**src/rtl/vga_sync_receiver_if.sv**
```systemverilog
// Signal bundle between a VGA timing source and vga_sync_receiver.
//   master : the video source side; drives pixel enable, syncs and RGB,
//            observes the recovered coordinates and status.
//   slave  : the receiver; samples the source, reports pixel position,
//            frame start, lock and sync error pulses.
interface vga_sync_receiver_if;
  logic       iPixelEnable;  // one-cycle strobe per pixel
  logic       iHsync;
  logic       iVsync;
  logic [2:0] iRGB;          // {R,G,B}
  logic [9:0] oX;            // active column
  logic [9:0] oY;            // active row
  logic [2:0] oRGB;          // sampled pixel
  logic       oPixelValid;   // pulse, oX/oY/oRGB valid
  logic       oFrameStart;   // pulse with oPixelValid at (0,0)
  logic       oLocked;       // level, timing locked
  logic       oHsyncErr;     // pulse
  logic       oVsyncErr;     // pulse

  modport master (
    output iPixelEnable, iHsync, iVsync, iRGB,
    input  oX, oY, oRGB, oPixelValid, oFrameStart, oLocked, oHsyncErr, oVsyncErr
  );

  modport slave (
    input  iPixelEnable, iHsync, iVsync, iRGB,
    output oX, oY, oRGB, oPixelValid, oFrameStart, oLocked, oHsyncErr, oVsyncErr
  );
endinterface

```
**src/rtl/vga_sync_receiver.sv**
```systemverilog
// VGA timing sink: recovers pixel coordinates, frame boundaries and lock
// status from HSYNC/VSYNC/RGB. All processing happens on pixel-enable ticks.
// Ports:
//   Clock  - system clock
//   Reset  - asynchronous, active-high
//   vif    - slave side of vga_sync_receiver_if (syncs/RGB in, coords/status out)
module vga_sync_receiver #(
  parameter int H_ACTIVE    = 640,
  parameter int H_FP        = 16,
  parameter int H_SYNC      = 96,
  parameter int H_BP        = 48,
  parameter int V_ACTIVE    = 480,
  parameter int V_FP        = 10,
  parameter int V_SYNC      = 2,
  parameter int V_BP        = 33,
  parameter bit SYNC_POL    = 1'b0,
  parameter int LOCK_FRAMES = 2
) (
  input logic           Clock,
  input logic           Reset,
  vga_sync_receiver_if.slave vif
);
  localparam logic [9:0] CNT_MAX     = 10'h3FF;
  localparam logic [9:0] H_LAST      = 10'(H_ACTIVE + H_FP + H_SYNC + H_BP - 1);
  localparam logic [9:0] H_SYNC_LAST = 10'(H_SYNC - 1);
  localparam logic [9:0] HS          = 10'(H_SYNC + H_BP);
  localparam logic [9:0] HE          = 10'(H_SYNC + H_BP + H_ACTIVE - 1);
  localparam logic [9:0] V_LAST      = 10'(V_ACTIVE + V_FP + V_SYNC + V_BP - 1);
  localparam logic [9:0] V_SYNC_END  = 10'(V_SYNC);
  localparam logic [9:0] VS          = 10'(V_SYNC + V_BP);
  localparam logic [9:0] VE          = 10'(V_SYNC + V_BP + V_ACTIVE - 1);
  localparam int         FW          = $clog2(LOCK_FRAMES + 1);
  localparam logic [FW-1:0] LOCK_N   = FW'(LOCK_FRAMES);

  typedef enum logic [1:0] {SEARCH, ACQUIRE, LOCKED} state_t;

  state_t        state_q, state_d;
  logic [9:0]    hcnt_q, hcnt_d, vcnt_q, vcnt_d;
  logic [FW-1:0] frm_q, frm_d;
  logic          hs_q, hs_d, vs_q, vs_d;
  logic [9:0]    x_q, x_d, y_q, y_d;
  logic [2:0]    rgb_q, rgb_d;
  logic          pv_q, pv_d, fs_q, fs_d, lock_q, lock_d, herr_q, herr_d, verr_q, verr_d;

  logic tick, hs_on, hs_was, vs_on, vs_was;
  logic h_as, h_de, v_as, v_de, h_bad, v_bad, active;

  assign tick   = vif.iPixelEnable;
  assign hs_on  = (vif.iHsync == SYNC_POL);
  assign hs_was = (hs_q == SYNC_POL);
  assign vs_on  = (vif.iVsync == SYNC_POL);
  assign vs_was = (vs_q == SYNC_POL);
  assign h_as   = hs_on & ~hs_was;
  assign h_de   = ~hs_on & hs_was;
  assign v_as   = vs_on & ~vs_was;
  assign v_de   = ~vs_on & vs_was;

  always_comb begin
    state_d = state_q;
    hcnt_d  = hcnt_q;
    vcnt_d  = vcnt_q;
    frm_d   = frm_q;
    hs_d    = hs_q;
    vs_d    = vs_q;
    x_d     = x_q;
    y_d     = y_q;
    rgb_d   = rgb_q;
    lock_d  = lock_q;
    pv_d    = 1'b0;
    fs_d    = 1'b0;
    herr_d  = 1'b0;
    verr_d  = 1'b0;
    h_bad   = 1'b0;
    v_bad   = 1'b0;
    active  = 1'b0;
    if (tick) begin
      hs_d = vif.iHsync;
      vs_d = vif.iVsync;

      if (h_as)                  hcnt_d = '0;
      else if (hcnt_q != CNT_MAX) hcnt_d = hcnt_q + 10'd1;

      if (h_as && vcnt_q != CNT_MAX) vcnt_d = vcnt_q + 10'd1;
      if (v_as)                      vcnt_d = '0;

      // Vsync normally releases on the same tick as the hsync edge that
      // opens line V_SYNC, so the release is checked against the advanced
      // line count; the assert edge is checked against the line just ended.
      h_bad = (h_as && hcnt_q != H_LAST) || (h_de && hcnt_q != H_SYNC_LAST) ||
              (hcnt_d == CNT_MAX && hcnt_q != CNT_MAX);
      v_bad = (v_as && vcnt_q != V_LAST) || (v_de && vcnt_d != V_SYNC_END) ||
              (vcnt_d == CNT_MAX && vcnt_q != CNT_MAX);

      herr_d = (state_q != SEARCH) && h_bad;
      verr_d = (state_q != SEARCH) && v_bad;

      unique case (state_q)
        SEARCH:
          if (v_as) begin
            state_d = ACQUIRE;
            frm_d   = '0;
          end
        ACQUIRE:
          if (herr_d || verr_d) state_d = SEARCH;
          else if (v_as) begin
            frm_d = frm_q + 1'b1;
            if (frm_d == LOCK_N) state_d = LOCKED;
          end
        LOCKED:
          if (herr_d || verr_d) state_d = SEARCH;
        default: state_d = SEARCH;
      endcase

      lock_d = (state_d == LOCKED);

      // Pixel output uses the post-decision state so an error tick emits nothing.
      active = (hcnt_d >= HS) && (hcnt_d <= HE) && (vcnt_d >= VS) && (vcnt_d <= VE);
      if (active && state_d == LOCKED) begin
        pv_d  = 1'b1;
        x_d   = hcnt_d - HS;
        y_d   = vcnt_d - VS;
        rgb_d = vif.iRGB;
        fs_d  = (x_d == '0) && (y_d == '0);
      end
    end
  end

  always_ff @(posedge Clock or posedge Reset) begin
    if (Reset) begin
      state_q <= SEARCH;
      hcnt_q  <= '0;
      vcnt_q  <= '0;
      frm_q   <= '0;
      // Idle sync level, so the first real assert is seen as an edge.
      hs_q    <= ~SYNC_POL;
      vs_q    <= ~SYNC_POL;
      x_q     <= '0;
      y_q     <= '0;
      rgb_q   <= '0;
      pv_q    <= 1'b0;
      fs_q    <= 1'b0;
      lock_q  <= 1'b0;
      herr_q  <= 1'b0;
      verr_q  <= 1'b0;
    end else begin
      state_q <= state_d;
      hcnt_q  <= hcnt_d;
      vcnt_q  <= vcnt_d;
      frm_q   <= frm_d;
      hs_q    <= hs_d;
      vs_q    <= vs_d;
      x_q     <= x_d;
      y_q     <= y_d;
      rgb_q   <= rgb_d;
      pv_q    <= pv_d;
      fs_q    <= fs_d;
      lock_q  <= lock_d;
      herr_q  <= herr_d;
      verr_q  <= verr_d;
    end
  end

  assign vif.oX          = x_q;
  assign vif.oY          = y_q;
  assign vif.oRGB        = rgb_q;
  assign vif.oPixelValid = pv_q;
  assign vif.oFrameStart = fs_q;
  assign vif.oLocked     = lock_q;
  assign vif.oHsyncErr   = herr_q;
  assign vif.oVsyncErr   = verr_q;
endmodule

```
**src/flat_wrapper.sv**
```systemverilog
// flat-port wrapper written by rule: the top's interface ports become plain ports
module vga_sync_receiver_flat 
#(
  parameter int H_ACTIVE    = 640,
  parameter int H_FP        = 16,
  parameter int H_SYNC      = 96,
  parameter int H_BP        = 48,
  parameter int V_ACTIVE    = 480,
  parameter int V_FP        = 10,
  parameter int V_SYNC      = 2,
  parameter int V_BP        = 33,
  parameter bit SYNC_POL    = 1'b0,
  parameter int LOCK_FRAMES = 2
)
  (Clock, Reset, vif_iPixelEnable, vif_iHsync, vif_iVsync, vif_iRGB, vif_oX, vif_oY, vif_oRGB, vif_oPixelValid, vif_oFrameStart, vif_oLocked, vif_oHsyncErr, vif_oVsyncErr);
  vga_sync_receiver_if vif_i ();
  input logic Clock;
  input logic Reset;
  input wire logic [$bits(vif_i.iPixelEnable)-1:0] vif_iPixelEnable;
  input wire logic [$bits(vif_i.iHsync)-1:0] vif_iHsync;
  input wire logic [$bits(vif_i.iVsync)-1:0] vif_iVsync;
  input wire logic [$bits(vif_i.iRGB)-1:0] vif_iRGB;
  output wire logic [$bits(vif_i.oX)-1:0] vif_oX;
  output wire logic [$bits(vif_i.oY)-1:0] vif_oY;
  output wire logic [$bits(vif_i.oRGB)-1:0] vif_oRGB;
  output wire logic [$bits(vif_i.oPixelValid)-1:0] vif_oPixelValid;
  output wire logic [$bits(vif_i.oFrameStart)-1:0] vif_oFrameStart;
  output wire logic [$bits(vif_i.oLocked)-1:0] vif_oLocked;
  output wire logic [$bits(vif_i.oHsyncErr)-1:0] vif_oHsyncErr;
  output wire logic [$bits(vif_i.oVsyncErr)-1:0] vif_oVsyncErr;
  assign vif_i.iPixelEnable = vif_iPixelEnable;
  assign vif_i.iHsync = vif_iHsync;
  assign vif_i.iVsync = vif_iVsync;
  assign vif_i.iRGB = vif_iRGB;
  assign vif_oX = vif_i.oX;
  assign vif_oY = vif_i.oY;
  assign vif_oRGB = vif_i.oRGB;
  assign vif_oPixelValid = vif_i.oPixelValid;
  assign vif_oFrameStart = vif_i.oFrameStart;
  assign vif_oLocked = vif_i.oLocked;
  assign vif_oHsyncErr = vif_i.oHsyncErr;
  assign vif_oVsyncErr = vif_i.oVsyncErr;
  vga_sync_receiver #(.H_ACTIVE(H_ACTIVE), .H_FP(H_FP), .H_SYNC(H_SYNC), .H_BP(H_BP), .V_ACTIVE(V_ACTIVE), .V_FP(V_FP), .V_SYNC(V_SYNC), .V_BP(V_BP), .SYNC_POL(SYNC_POL), .LOCK_FRAMES(LOCK_FRAMES)) u_core (.Clock(Clock), .Reset(Reset), .vif(vif_i));
endmodule
```
**config.mk**
```make
export PLATFORM = sky130hd
export DESIGN_NAME = vga_sync_receiver_flat
export DESIGN_NICKNAME = d
export VERILOG_FILES = /design/src/rtl/vga_sync_receiver_if.sv /design/src/rtl/vga_sync_receiver.sv /design/src/flat_wrapper.sv
export SDC_FILE = /design/constraint.sdc
export NUM_CORES = 1
export LEC_CHECK = 0
export ABC_AREA = 1
export BUFFER_PORTS_ARGS = -buffer_cell sky130_fd_sc_hd__buf_4
export CAP_MARGIN = 40
export CORE_ASPECT_RATIO = 0.6
export CORE_UTILIZATION = 30
export CTS_CLUSTER_DIAMETER = 30
export DETAILED_ROUTE_END_ITERATION = 10
export PLACE_DENSITY_LB_ADDON = 0.1
export SYNTH_ARGS = -nofsm -noshare
export SYNTH_HDL_FRONTEND = slang
export SYNTH_SLANG_ARGS = --single-unit
```
**constraint.sdc**
```tcl
create_clock -name Clock -period 3.7 [get_ports Clock]
set_input_delay 0.185 -clock Clock [delete_from_list [all_inputs] [get_ports Clock]]
set_output_delay 0.185 -clock Clock [all_outputs]
set_load 0.02 [all_outputs]
```
* Word-level counts from Yosys, hierarchy flattened *
Index checks and enable logic that the tools add are counted.

storage, ports and cells
  memory bits (writable) = 0
  register bits after elaboration = 54
  output and inout port bits = 28
  latch bits = 0
  bits in read-only memories = 0
  logic and storage cells = 95
  memories kept = 0
  input port bits = 8

cells by class
  add/subtract/negate cells = 5
  eq/ne operators = 15
  multiplexer cells = 23
  shift operators = 0
  reductions and logical operators = 26
  bitwise operators = 8
  divide/modulo/power cells = 0
  $lt $le $gt $ge = 4
  multipliers = 0

operators with widths
  kind                   number
  $mux 10                6
  $ne 10x10->1 const B   4
  $add 10x1->10 const B  2
  $eq 10x10->1 const B   2
  $le 10x10->1 const B   2
  $logic_not 10->1       2
  $mux 2                 9
  $logic_and 1x1->1      14
  $ge 10x6->1 const B    1
  $ge 10x8->1 const B    1
  $ne 10x2->1 const B    1
  $ne 10x7->1 const B    1
  $sub 10x6->10 const B  1
  $sub 10x8->10 const B  1
  $eq 2x2->1 const B     3
  $mux 1                 6
  $pmux 2 s3             1
  $logic_or 1x1->1       5
  $reduce_and 5->1       1
  $and 1x1->1            4
  $ne 2x1->1 const B     2
  $not 1->1              4
  $pmux 2 s2             1
  $reduce_bool 2->1      2
  other kinds (5)        5

* Depth between registers and ports, before layout *
Gate-level depths: netlist of run 1.

  word-level depth = 19
  depth in mapped cells = 23
  mapped depth without buffers = 22

* Least setup slack after synthesis of run 1 *
OpenSTA, ideal clock, no wires.

  path type = reg-to-reg
  start point = register u_core.vcnt_q[1]
  end point = register u_core.rgb_q[0] (netlist: u_core.vif.oRGB[0])
  setup time = 0.117 ns
  slack = 0.986 ns
  data required time = 3.583 ns
  arrival = 2.597 ns
  path buffers = 2
  stages on the path, launching flop included = 24
  period minus slack after synthesis = 2.714 ns
  path through = dfrtp_1 > ha_1 > inv_1 > nor2_2 > nand3b_4 > buf_6 > nand2_1 > nand2_1 > nand2_1 > nand2_1 > inv_1 > ha_1 > inv_1 > nand2_1 > nor2_1 > nor2_2 > inv_2 > nand2_1 > nand3_2 > nor2_4 > nand3_4 > buf_6 > nand2_1 > nand2_1

between the ends
  longest elaborated chain between the ends = 17
  elaborated cells between the ends (all ways) = 27
  classes of those cells = add/sub: 1; order compare: 2; eq/ne: 5; mux: 7; reduce/logical: 12

ends and longest elaborated chain
  item                                                    line                      RTL
  from (decl)                                             vga_sync_receiver.sv:38   logic [9:0] hcnt_q, hcnt_d, vcnt_q, vcnt_d;
  from (signal assigned)                                  vga_sync_receiver.sv:148  vcnt_q <= vcnt_d;
  branches (longest 15 deep; another with $add 10x1->10)  --
  $logic_and 1x1->1 (*)                                   vga_sync_receiver.sv:118  if (active && state_d == LOCKED) begin
  $reduce_and 2->1 (no line) (*)                          --
  to (signal assigned)                                    vga_sync_receiver.sv:154  rgb_q <= rgb_d;
  to (decl)                                               vga_sync_receiver.sv:42   logic [2:0] rgb_q, rgb_d;

Mark *: on every way between the ends. The select of a mux whose other input is x is not followed.
A chain may end at the register's enable or synchronous reset.

* Worst setup path in the final report of run 1 *
  start point = register u_core.vcnt_q[1]
  end point = register u_core.y_q[4] (netlist: u_core.vif.oY[4])

between the ends
  longest elaborated chain between the ends = 17
  elaborated cells between the ends (all ways) = 28
  classes of those cells = add/sub: 2; order compare: 2; eq/ne: 5; mux: 7; reduce/logical: 12

ends and longest elaborated chain
  item                                                    line                      RTL
  branches (longest 17 deep; another with $add 10x1->10)  --
  to (signal assigned)                                    vga_sync_receiver.sv:153  y_q <= y_d;
  to (decl)                                               vga_sync_receiver.sv:41   logic [9:0] x_q, x_d, y_q, y_d;

Several ways; the timed one is not identified. The select of a mux whose other input is x is not followed.

==> impl_metrics.csv, run 1 <==
group,metric,value,unit
sta,rsz0062_at_grt,"no",
placed_design,portBuffers,35,
global_routing,grt_pass1_wl,16970,µm
clock_network,clk_pin_slew,0.07,ns
placed_design,gp_congestion,0.8408,
clock_network,cts_setup_buffers,0,
power,power.density,396.0,nW/µm²
clock_network,cts_sinks,54,
yosys,synth_nets,549,
die,dieArea,12640,µm²
yosys,synth-edff-count,0,
sta,hold_slack,-0.02950,ns
sta,setup_ws,0.4505,ns
die,die_h,87.48,µm
hold_path,hp-class,"in2async",
status,violations,"hold timing",
clock_network,clock_latency,0.29,ns
placed_design,preCtsSetupSlack,0.4670,ns
sta,fmaxAchievable,307.7,MHz
yosys,yosysUniqueCellTypes,36,
drt,firstDrtPassIters,5,
critical_path,arrival,3.43,ns
global_routing,grt_pass1_vias,3206,
critical_path,worstSetupPathType,"reg2reg",
yosys,syn_avg_cell_area,6.906,µm²
critical_path,r2r-start,"u_core.vcnt_q[1]",
global_routing,groute.usage.overall,0.1748,
final_layout,seqCellArea,1354,µm²
sta,worst_slew_pin_slew,0.6957,ns
sta,finalHoldViolCount,23,
sta,timing.final.max_slew_violations,0,
final_layout,fillCellCount,1273,
critical_path,critPathSlowestCell,"dfrtp_1",
critical_path,reg2reg_depth,21,
yosys,yosysSeqAreaShare,0.3705,
die,ios,36,
final_layout,layout-drive-gt1-share,0.1411,
final_layout,multi_input_area,1958,µm²
drt,drtIter0Drc,177,
yosys,synth_seq_cells,54,
die,core,11560,µm²
yosys,netlist_area,3654,µm²
final_layout,nets,586,
sta,fin_skew,0.006262,ns
final_layout,antenna_cells,0,
critical_path,reg2reg_to,"u_core.vif.oY[4]",
status,status,"complete, but fails checks",
power,max-vdd-ir-drop,0.0001999,V
clock_network,cts_tree,"done",
drt,remaining_drc_errors,0,
critical_path,critPathMaxStageDelay,0.41,ns
clock_network,hold_buffers,0,
sta,final-setup-viol-count,0,
sta,period_share,0.8782,
drt,num_vias,3416,
flow_run,cap_viol_max_count,0,
die,initial_core_util,0.3160,
die,rows,30,
critical_path,cp-end-kind,"register",
die,die_w,144.5,µm
critical_path,critPathLaunchType,"register",
sta,tns,0,ns
global_routing,grt_overflow,0,
drt,antenna_left,0,
critical_path,crit_path_max_fanout,18,
critical_path,critical-path-top-cell-by-count,"nand2_1",
clock_network,cts_buffer_depth,2,
yosys,yosys_warnings,0,
drt,avgRoutedWirePerCell,13.95,µm
sta,finalCriticalPeriod,3.250,ns
critical_path,worstPathCellList,"ha_1 > inv_1 > nor2_2 > nand3b_4 > nand2_1 > nand2_1 > nand2_1 > nand2_1 > inv_1 > ha_1 > inv_1 > nand2_1 > nor2_1 > nor2_2 > inv_2 > nand2_1 > nand3_2 > nor2_4 > nand3_2 > nand2_1 > nand2_1",
placed_design,hpwl,7723,µm
clock_network,cts_root_buf,"clkbuf_16",
drt,wl,10140,µm
sta,slew-limit-headroom,0.5357,
clock_network,htreeDepth,2,
clock_network,cts_buffers,5,
yosys,syn_inst,529,
yosys,synthArstFlopShare,1.000,
final_layout,syn2layout_area_growth,17.12,%
yosys,yosys_most_used_dff,"dfrtp_1",
drt,via_per_inst,4.699,
critical_path,cp.required,3.88,ns
clock_network,cts_resized,0,
critical_path,r2r_slack,0.45,ns
power,p_leak,2.328,nW
global_routing,grt_max_degree,30,
global_routing,antenna_found_initial,0,
## stage by stage
step,cell area (µm²),instances,utilization,power (mW)
2_1_floorplan,3654,529,-,1.020
3_3_place_gp,4101,718,0.3548,1.159
3_5_place_dp,4101,718,0.3548,1.165
4_1_cts,4264,726,0.3688,1.714
5_1_grt,4279,727,0.3701,1.812
6_report,4279,727,0.3701,1.695
## cells in the mapped netlist (all sizes together), types with 3 or more instances
| master | instances | area share |
|---|---|---|
| ha | 12 | 0.041 |
| nand3 | 46 | 0.075 |
| nor2 | 48 | 0.057 |
| xor2 | 4 | 0.0096 |
| dfrtp | 52 | 0.36 |
| nor3 | 6 | 0.0096 |
| a21oi | 4 | 0.0065 |
| clkbuf | 7 | 0.0072 |
| nand3b | 4 | 0.012 |
| inv | 69 | 0.071 |
| nand2 | 195 | 0.20 |
| nor4 | 3 | 0.0051 |
| buf | 10 | 0.022 |
| o21ai | 28 | 0.038 |
| nand4 | 29 | 0.050 |
## cells by family after synthesis
family,share of synthesized area
XOR/XNOR,0.01199
flip-flops,0.3705
AO/OA/AOI/OAI,0.06370
adder cells (fa/ha/maj),0.04109
buffers and inverters,0.1000
AND/OR/NAND/NOR,0.4127
## per-layer routing
layer | wire length, µm | vias to the layer above | global-route usage
met5 | 0 | - | 0
met4 | 52 | 0 | 0.02775
met3 | 425 | 7 | 0.03134
met2 | 3957 | 59 | 0.2474
met1 | 5704 | 1582 | 0.2734
li1 | - | 1768 | -
## report_power, final
group	leakage [nW]	switching, mW	internal (mW)	total [mW]
sequential	0.736	0.0527	0.639	0.691
clock	0.0781	0.215	0.321	0.535
combinational	1.51	0.313	0.155	0.468
## critical path: cells and delay by family, from the launching register on
kind,cells,cell delay [ns]
AND/OR/NAND/NOR,15,1.98
adder cells (fa/ha/maj),2,0.41
flip-flops,1,0.41
buffers and inverters,4,0.32
## worst max path at each step
stage | depth (start not counted) | slack (ns) | start | end
after floorplan | 23 | 0.99 | u_core.vcnt_q[1] | u_core.vif.oRGB[0]
after global placement | 17 | 0.48 | u_core.hcnt_q[0] | u_core.vif.oX[2]
after detailed placement | 17 | 0.47 | u_core.hcnt_q[0] | u_core.vif.oY[9]
after CTS | 17 | 0.42 | u_core.hcnt_q[0] | u_core.vif.oY[8]
after global routing | 17 | 0.02 | u_core.hcnt_q[0] | u_core.vif.oY[4]
final | 21 | 0.45 | u_core.vcnt_q[1] | u_core.vif.oY[4]
## cell usage in the layout, fill, tap and decap left out, types with 2 or more instances in the layout
cell type and n:
inv_1 66, nand3_1 38, a21boi_0 2, xor2_1 4, nand3b_1 3, nand2_2 2
nor2_2 5, nand4_1 29, nor4_1 3, ha_1 12, buf_4 46, clkbuf_1 2
o21ai_0 28, clkbuf_16 5, nor3_1 5, a21oi_1 3, nand3_2 8, nor2_1 41
dfrtp_1 52, nand2_1 193, dfstp_2 2, nor2_4 2, inv_2 3
## flip-flops by register name, summed over array words and instances (netlist names), 2 cells and up
| register | count |
|---|---|
| u_core.vif.oX | 10 |
| u_core.state_q | 2 |
| u_core.vif.oRGB | 3 |
| u_core.hcnt_q | 10 |
| u_core.frm_q | 2 |
| u_core.vif.oY | 10 |
| u_core.vcnt_q | 10 |
## layout make-up
| type | count | share of cell area |
|---|---|---|
| multi-input combinational | 390 | 0.4576 |
| sequential | 54 | 0.3164 |
| timing repair buffer | 46 | 0.08070 |
| inverter | 69 | 0.06053 |
| tap | 160 | 0.04678 |
| clock buffer | 7 | 0.03099 |
| clock inverter | 1 | 0.007018 |
No activity file was read; power rests on OpenSTA's default activity.
==> run 2, diff against run 1 <==
--- a/config.mk
+++ b/config.mk
@@ -5,7 +5,6 @@
 export SDC_FILE = /design/constraint.sdc
 export NUM_CORES = 1
 export LEC_CHECK = 0
-export ABC_AREA = 1
 export BUFFER_PORTS_ARGS = -buffer_cell sky130_fd_sc_hd__buf_4
 export CAP_MARGIN = 40
 export CORE_ASPECT_RATIO = 0.6
==> impl_metrics.csv, run 2 <==
group,metric,value,unit
drt,antenna_left,0,
clock_network,cts_root_buf,"clkbuf_16",
drt,drtIter0Drc,218,
clock_network,cts_tree,"done",
critical_path,r2r_slack,0.16,ns
critical_path,r2r-start,"u_core.vcnt_q[1]",
clock_network,htreeDepth,2,
yosys,synth_nets,401,
power,p_seq_frac,0.429,
die,core,11640,µm²
status,status,"complete, but fails checks",
global_routing,grt_overflow,0,
drt,num_vias,3176,
drt,wl,10850,µm
final_layout,syn2layout_area_growth,23.53,%
sta,finalHoldViolCount,23,
power,power.density,340.5,nW/µm²
critical_path,arrival,3.73,ns
yosys,yosysUniqueCellTypes,65,
clock_network,cts_sinks,54,
critical_path,reg2reg_depth,12,
sta,finalCriticalPeriod,3.544,ns
yosys,synthArstFlopShare,1.000,
global_routing,grt_pass1_vias,2922,
yosys,ys_top_cells_by_area,"dfrtp_1 35%, mux2_2 6.4%, ha_1 4.1%",
placed_design,portBuffers,35,
yosys,synthTopCellsByCount,"52 x dfrtp_1, 28 x nand2_1, 22 x o21ai_0",
drt,remaining_drc_errors,0,
die,rows,30,
yosys,syn_avg_cell_area,9.688,µm²
sta,final-setup-viol-count,0,
critical_path,critPathLaunchType,"register",
yosys,yosys_warnings,0,
critical_path,crit_path_max_fanout,13,
clock_network,clk_pin_slew,0.08,ns
yosys,synth_most_common_cell,"dfrtp_1",
die,die_h,87.92,µm
power,clockPowerShare,0.328,
power,p_comb_frac,0.243,
clock_network,clock_latency,0.30,ns
die,die_w,145.2,µm
power,swShare,0.3247,
yosys,netlist_area,3691,µm²
clock_network,cts_buffer_depth,2,
final_layout,layout-drive-gt1-share,0.3152,
hold_path,hp-class,"in2async",
sta,timing.final.max_slew_violations,0,
die,initial_core_util,0.3172,
yosys,synth_top_cell_area_share,0.3525,
power,internal_power,1.048,mW
yosys,yosysSeqAreaShare,0.3668,
status,violations,"hold timing",
sta,tns,0,ns
final_layout,antenna_cells,0,
placed_design,hpwl,7936,µm
drt,via_per_inst,5.285,
flow_run,cap_viol_max_count,0,
placed_design,preCtsSetupSlack,0.06349,ns
sta,hold_slack,-0.01778,ns
sta,fmaxAchievable,282.2,MHz
global_routing,antenna_found_initial,0,
critical_path,reg2reg_to,"u_core.vif.oX[8]",
global_routing,grt_pass1_wl,16840,µm
clock_network,hold_buffers,0,
final_layout,nets,460,
power,max-vdd-ir-drop,0.0001704,V
yosys,yosys_most_used_dff,"dfrtp_1",
critical_path,crit_start,"u_core.vcnt_q[1]",
critical_path,cp-end-kind,"register",
global_routing,groute.usage.overall,0.1720,
placed_design,gp_congestion,0.9431,
yosys,synth-edff-count,0,
final_layout,finalInstanceArea,4559,µm²
critical_path,crit_end,"u_core.vif.oX[8]",
placed_design,place_area,4329,µm²
final_layout,final_cell_mix,"76 x buf_4, 52 x dfrtp_1, 28 x nand2_1, 22 x o21ai_0, 21 x mux2_2",
final_layout,final_common_cell,"buf_4",
clock_network,cts_buffers,5,
global_routing,grt_max_degree,36,
yosys,yosys.area.top_type,"dfrtp_1",
sta,fin_skew,0.008725,ns
sta,worst_slew_pin_slew,0.8656,ns
critical_path,cp.required,3.89,ns
critical_path,worstSetupPathType,"reg2reg",
die,ios,36,
die,dieArea,12770,µm²
sta,period_share,0.9578,
sta,slew-limit-headroom,0.4195,
power,p_sw,0.5040,mW
drt,avgRoutedWirePerCell,18.05,µm
power,p_leak,2.022,nW
yosys,syn_inst,381,
sta,setup_ws,0.1563,ns
yosys,synth_seq_cells,54,
final_layout,fillCellCount,1170,
sta,rsz0062_at_grt,"no",
drt,firstDrtPassIters,5,
-- run 2: metal layers --
metal	wire, µm	GRT usage	vias to the layer above
met5	0	0	-
li1	-	-	1530
met3	1017	0.06198	7
met1	6042	0.2822	1497
met2	3731	0.2015	142
met4	56	0.02679	0
-- run 2: final cells by class --
cell class,count,area [µm²],share of cell area
clock inverters,2,16.27,0.003568
inverters,19,71.32,0.01564
well taps,160,200.2,0.04391
repair buffers,78,615.6,0.1350
flip-flops and latches,54,1354,0.2969
multi-input cells,282,2163,0.4745
clock buffers,6,138.9,0.03046
-- run 2: power groups by stage --
stage	Sequential, mW	Combinational [mW]	Clock, mW
floorplan	0.662	0.234	0
global placement	0.673	0.367	0
detailed placement	0.675	0.362	0
CTS	0.663	0.365	0.524
global route	0.670	0.411	0.547
finish	0.666	0.377	0.509
-- run 2: worst max-delay path: stages, from the launching register on --
cell	delay, ns
dfrtp_1	0.44
ha_1	0.22
buf_4	0.16
and3_4	0.22
a2111oi_4	0.41
nand3_1	0.17
a21oi_2	0.21
a41oi_2	0.18
or4b_4	0.61
nor4_4	0.14
buf_4	0.18
buf_12	0.15
mux2_2	0.34
-- run 2: cell families (layout without fill, tap and decap cells) --
logic type               Yosys count  count (layout)  share of synthesized area
AND/OR/NAND/NOR                  132             132                     0.2041
AO/OA/AOI/OAI                     81              81                     0.1587
flip-flops                        54              54                     0.3668
buffers and inverters             45             105                    0.05661
multiplexers                      44              44                     0.1424
XOR/XNOR                          13              13                    0.03085
adder cells (fa/ha/maj)           12              12                    0.04068
-- run 2: through the flow --
step | hold WS [ns] | std cells | power (mW) | utilization
final | -0.01778 | 601 | 1.552 | 0.3918
after global routing | 0.04548 | 601 | 1.627 | 0.3918
after CTS | 0.01167 | 598 | 1.551 | 0.3854
after detailed placement | 0.3461 | 590 | 1.037 | 0.3720
after global placement | 0.3383 | 590 | 1.041 | 0.3720
after floorplan | 0.3197 | 381 | 0.8963 | -
-- run 2: worst min path at each step --
stage	startpoint	end	slack (ns)	cells past startpoint
after global routing	Reset	u_core.vif.oRGB[0]	0.05	2
after global placement	Reset	u_core.vif.oRGB[0]	0.34	2
final	Reset	u_core.vif.oRGB[0]	-0.02	2
after detailed placement	Reset	u_core.vif.oRGB[0]	0.35	2
after floorplan	vif_iRGB[2]	u_core.vif.oRGB[2]	0.32	1
after CTS	Reset	u_core.vif.oRGB[0]	0.01	2
-- run 2: timing repair --
action | 4_1_cts | 5_1_grt
resized for setup | 0 | 7
buffers inserted | 0 | 2
endpoints found under the setup margin | 0 | 22
